**src/rtl/pulse_gen_pkg.sv**
```systemverilog
// Shared definitions for the pseudo-random pulse generator: LFSR constants,
// FSM state encoding and the LFSR step function.
package pulse_gen_pkg;

  localparam int LFSR_W = 16;

  // Feedback taps at bits 15, 13, 12 and 10.
  localparam logic [LFSR_W-1:0] LFSR_TAPS = 16'hB400;

  typedef enum logic {
    GAP   = 1'b0,
    PULSE = 1'b1
  } state_e;

  function automatic logic [LFSR_W-1:0] next_lfsr(input logic [LFSR_W-1:0] cur);
    return {cur[LFSR_W-2:0], ^(cur & LFSR_TAPS)};
  endfunction

endpackage

```
**src/rtl/lfsr16.sv**
```systemverilog
// 16-bit Fibonacci LFSR that steps only when adv is high.
// Its reset value is one step past SEED, because the first gap is drawn from SEED itself.
module lfsr16
  import pulse_gen_pkg::*;
#(
  parameter logic [LFSR_W-1:0] SEED = 16'hACE1
) (
  input  logic              clk,
  input  logic              rstn,
  input  logic              adv,
  output logic [LFSR_W-1:0] q
);

  logic [LFSR_W-1:0] r_q;

  always_ff @(posedge clk or negedge rstn) begin
    if (!rstn) begin
      r_q <= next_lfsr(SEED);
    end else if (adv) begin
      // An all-zero register would lock up, so reload the seed instead.
      r_q <= (r_q == '0) ? SEED : next_lfsr(r_q);
    end
  end

  assign q = r_q;

endmodule

```
**src/rtl/pulse_generation.sv**
```systemverilog
// Free-running pulse source: a low gap of LFSR-derived length, then a fixed-width high pulse.
// The output is taken straight from a flop, so it has no combinational path.
module pulse_generation
  import pulse_gen_pkg::*;
#(
  parameter int                PULSE_W        = 1,
  parameter int                MIN_GAP        = 2,
  parameter int                GAP_RANGE_LOG2 = 2,
  parameter logic [LFSR_W-1:0] SEED           = 16'hACE1
) (
  input  logic clk,
  input  logic rstn,
  output logic pulse_o
);

  localparam int GAP_MAX = MIN_GAP + (1 << GAP_RANGE_LOG2) - 1;
  localparam int CNT_MAX = (GAP_MAX > PULSE_W) ? GAP_MAX : PULSE_W;
  localparam int CNT_W   = $clog2(CNT_MAX + 1);

  localparam logic [LFSR_W-1:0] GAP_MASK = LFSR_W'((32'd1 << GAP_RANGE_LOG2) - 32'd1);
  localparam logic [CNT_W-1:0]  PW_LD    = CNT_W'(PULSE_W);
  localparam logic [CNT_W-1:0]  G0_LD    = CNT_W'(MIN_GAP + int'(SEED & GAP_MASK));

  if (PULSE_W < 1) begin : g_chk_pulse_w
    $error("pulse_generation: PULSE_W must be >= 1");
  end
  if (MIN_GAP < 1) begin : g_chk_min_gap
    $error("pulse_generation: MIN_GAP must be >= 1");
  end
  if (SEED == '0) begin : g_chk_seed
    $error("pulse_generation: SEED must be nonzero");
  end
  if (GAP_RANGE_LOG2 < 0 || GAP_RANGE_LOG2 > 15) begin : g_chk_range
    $error("pulse_generation: GAP_RANGE_LOG2 must be in 0..15");
  end

  state_e            r_state;
  state_e            w_next_state;
  logic [CNT_W-1:0]  r_cnt;
  logic [CNT_W-1:0]  w_cnt_next;
  logic [CNT_W-1:0]  w_draw_gap;
  logic              r_pulse;
  logic              w_pulse_next;
  logic              w_cnt_done;
  logic              w_adv;
  logic [LFSR_W-1:0] w_lfsr;

  lfsr16 #(
    .SEED(SEED)
  ) u_lfsr (
    .clk (clk),
    .rstn(rstn),
    .adv (w_adv),
    .q   (w_lfsr)
  );

  assign w_cnt_done = (r_cnt == CNT_W'(1));
  assign w_draw_gap = CNT_W'(MIN_GAP) + CNT_W'(w_lfsr & GAP_MASK);

  // State, counter and output registers.
  always_ff @(posedge clk or negedge rstn) begin
    if (!rstn) begin
      r_state <= GAP;
      r_cnt   <= G0_LD;
      r_pulse <= 1'b0;
    end else begin
      r_state <= w_next_state;
      r_cnt   <= w_cnt_next;
      r_pulse <= w_pulse_next;
    end
  end

  always_comb begin
    w_next_state = r_state;
    if (w_cnt_done) begin
      w_next_state = (r_state == GAP) ? PULSE : GAP;
    end
  end

  // The counter reloads on the edge that ends a phase, so every phase lasts exactly its load value.
  always_comb begin
    w_cnt_next   = r_cnt - CNT_W'(1);
    w_pulse_next = (w_next_state == PULSE);
    w_adv        = 1'b0;
    if (w_cnt_done) begin
      if (r_state == GAP) begin
        w_cnt_next = PW_LD;
      end else begin
        w_cnt_next = w_draw_gap;
        w_adv      = 1'b1;
      end
    end
  end

  assign pulse_o = r_pulse;

endmodule

```
**config.mk**
```make
export PLATFORM = sky130hd
export DESIGN_NAME = pulse_generation
export DESIGN_NICKNAME = d
export VERILOG_FILES = /design/src/rtl/pulse_gen_pkg.sv /design/src/rtl/lfsr16.sv /design/src/rtl/pulse_generation.sv
export SDC_FILE = /design/constraint.sdc
export NUM_CORES = 1
export LEC_CHECK = 0
export ABC_AREA = 1
export BUFFER_PORTS_ARGS = -buffer_cell sky130_fd_sc_hd__buf_2
export CAP_MARGIN = 20
export CORE_ASPECT_RATIO = 0.8
export CORE_MARGIN = 2
export CORE_UTILIZATION = 35
export DETAILED_ROUTE_END_ITERATION = 10
export SETUP_SLACK_MARGIN = 0.3
export SLEW_MARGIN = 20
export SYNTH_ARGS = -nofsm -noshare
export SYNTH_HDL_FRONTEND = slang
export SYNTH_HIERARCHICAL = 1
export SYNTH_SLANG_ARGS = --single-unit
```
**constraint.sdc**
```tcl
create_clock -name clk -period 3.3 [get_ports clk]
set_clock_uncertainty 0.05 [all_clocks]
set_input_delay 0 -clock clk [delete_from_list [all_inputs] [get_ports clk]]
set_output_delay 0 -clock clk [all_outputs]
set_load 0.02 [all_outputs]
```
==> impl_metrics.csv <==
group,metric,value,unit
sta,tns,0,ns
global_route,grt_pass1_vias,760,
setup_path,crit_required,3.48,ns
clock_network,clk_pin_slew,0.11,ns
pwr,total_power,392,uW
pwr,p_seq_share,62.6,%
setup_path,cpMostUsedCell,"inv_1",
routing,via_per_inst,4.45,
sta,fmax,550,MHz
routing,antenna_left,0,
placed_design,portBuffers,2,
die,initial_core_util,36.7,%
sta,setup_violations,0,
yosys,syn_avg_cell_area,7.57,sq um
sta,period_needed,1.82,ns
clock_network,htreeDepth,1,
worst_hold_path,holdCritPathClass,"in -> async",
job,drv_cap,0,
pwr,vdd_drop_max,150,uV
pwr,switching_share,19.9,%
final_layout,fillers,297,
die,io_pins,3,
setup_path,slowest_stage,"dfstp_2",
global_route,grt_start_max_net_pins,22,
clock_network,cts-root-buf,"clkbuf_4",
yosys,ys_seq_area_share,50.6,%
die,die_h,52.2,um
setup_path,path_buf_inv,3,
pwr,clkPwrFrac,36.0,%
yosys,synth_area,1010,sq um
setup_path,crit_family,"buffers and inverters",
routing,drt-pass1-iter-count,4,
routing,drc,0,
final_layout,layout_commonest_cell,"nor2_1",
clock_network,cts_buffers,3,
routing,drt-total-wl,1820,um
sta,tightest_slew,0.422,ns
final_layout,final_util,40.1,%
setup_path,crit_arrival,2.00,ns
die,die_x,64.2,um
outcome,outcome,"complete, no violations",
setup_path,path_class,"reg -> reg",
sta,relSlewSlack,71.9,%
yosys,syn_inst,134,
die,rows,17,
pwr,internal_power,314,uW
placed_design,dp.cells,172,
die,coreArea,2770,sq um
global_route,grt_use_total,13.3,%
sta,fin_crit_sh,55.1,%
final_layout,antenna_cells,0,
pwr,p_switching,78.2,uW
routing,drtIter0Drc,65,
yosys,ys_warn_count,6,
clock_network,clock_latency,0.30,ns
setup_path,critPathLaunchType,"flip-flop",
final_layout,finalNonFillerCells,177,
pwr,p_per_area,354,nW/um^2
global_route,overflow,0,
sta,fin_hold_ws,0.101,ns
setup_path,cp-end-kind,"flip-flop",
global_route,grt_pass1_wl,3370,um
placed_design,place_congestion,0.834,
clock_network,cts_tree,"done",
placed_design,hpwlAfterDp,1310,um
global_route,antenna_found_initial,0,
yosys,yosys.cell_types.count,16,
clock_network,cts.sinks,20,
pwr,p_leak,0.536,nW
setup_path,slowest_delay,0.53,ns
final_layout,areaGrowthSynthToFinish,9.25,%
routing,routedWlPerCell,10.3,um
sta,maxSlewViolCount,0,
clock_network,cts-resized-gates,0,
setup_path,critPathMaxFanout,21,
clock_network,cts_setup_buffers,0,
sta,hold_violations,0,
final_layout,layout.nets,145,
pwr,p_comb_share,1.4,%
setup_path,cp_cell_sequence,"inv_1 > ha_1 > nand2_2 > nor2_2 > buf_4 > inv_1 > nor2_1 > a21oi_1",
sta,rsz0062_at_grt,"false",
die,die_area,3350,sq um
yosys,synth_nets,139,
final_layout,layout_common_cells,"nor2_1 (32), nand2_1 (31), inv_1 (17)",
yosys,yosys_register_bits,20,
routing,via_count,788,
clock_network,clock_path_buffers,2,
final_layout,drive_above_1_share,16.5,%
worst register-to-register path: stages, from the launching register on:
cell,delay [ns]
dfstp_2,0.53
inv_1,0.05
ha_1,0.22
nand2_2,0.13
nor2_2,0.04
buf_4,0.19
inv_1,0.31
nor2_1,0.08
a21oi_1,0.15
area by class of cell:
cell class / instances / area [sq um] / area share [%]
Sequential cell: 20 / 513 / 46.3
Multi-Input combinational cell: 93 / 417 / 37.6
Inverter: 18 / 67.6 / 6.09
Tap cell: 38 / 47.5 / 4.29
Clock buffer: 4 / 36.3 / 3.27
Timing Repair Buffer: 4 / 27.5 / 2.48
per-layer routing:
metal  GRT usage [%]  share of wire, %
met1            19.3                54
met3            3.90               3.0
met5               0                 0
met4            4.26              0.72
met2            18.8                42
timing repair:
action / 4_1_cts / 5_1_grt
hold buffers: 1 / 0
hold endpoints to repair: 20 / 0
endpoints found under the setup margin: 0 / 0
stage by stage:
stage,setup WS (ns),instance area [sq um]
global placement,1.57,1060
finish,1.48,1110
global route,1.32,1110
CTS,1.48,1110
detailed placement,1.52,1060
floorplan,1.79,1010
cells in the mapped netlist:
cell type | count | area, sq um
nor2_1 | 32 | 120
nand2_1 | 31 | 116
inv_1 | 17 | 63.8
dfrtp_1 | 10 | 250
dfstp_2 | 10 | 263
a21oi_1 | 7 | 35.0
o21ai_0 | 7 | 35.0
nand3_1 | 6 | 30.0
ha_1 | 3 | 37.5
nor2_2 | 3 | 18.8
buf_2 | 2 | 10.0
nand2_2 | 2 | 12.5
buf_4 | 1 | 7.51
inv_2 | 1 | 3.75
nand4_1 | 1 | 6.26
o21ai_1 | 1 | 5.00
path summary, 6_finish.rpt:
path	startpoint	slack, ns	cells past startpoint	endpoint
min reg2reg	u_lfsr/q[0]$_DFFE_PN1P_	0.46	2	u_lfsr/q[0]$_DFFE_PN1P_
max reg2reg	r_cnt[1]$_DFF_PN1_	1.48	8	u_lfsr/q[13]$_DFFE_PN0P_
min	rstn	0.10	2	u_lfsr/q[15]$_DFFE_PN0P_
max	r_cnt[1]$_DFF_PN1_	1.48	8	u_lfsr/q[13]$_DFFE_PN0P_
max in group asynchronous	rstn	2.76	2	r_cnt[0]$_DFF_PN1_
min in group clk	u_lfsr/q[0]$_DFFE_PN1P_	0.46	2	u_lfsr/q[0]$_DFFE_PN1P_
registers in the layout (all words and copies together), names as in the netlist:
signal	flops
u_lfsr/q	16
r_cnt	3
pulse_o	1
power groups by stage:
stage                     sequential [mW]  combinational, mW  clock (mW)
after floorplan                     0.250        0.000000285           0
after global routing                0.246            0.00676       0.158
final                               0.246            0.00565       0.141
after CTS                           0.246            0.00619       0.151
after global placement              0.250            0.00521           0
after detailed placement            0.250            0.00526           0
kinds of logic (layout without fill, tap and decap cells):
| logic type | count (synthesis) | after routing | synth area share [%] |
|---|---|---|---|
| compound gates | 15 | 15 | 7.40 |
| simple gates | 75 | 75 | 30.0 |
| buf+inv | 21 | 26 | 8.38 |
| fa+ha+maj | 3 | 3 | 3.70 |
| flops | 20 | 20 | 50.6 |
Power figures use the tool's default switching activity.
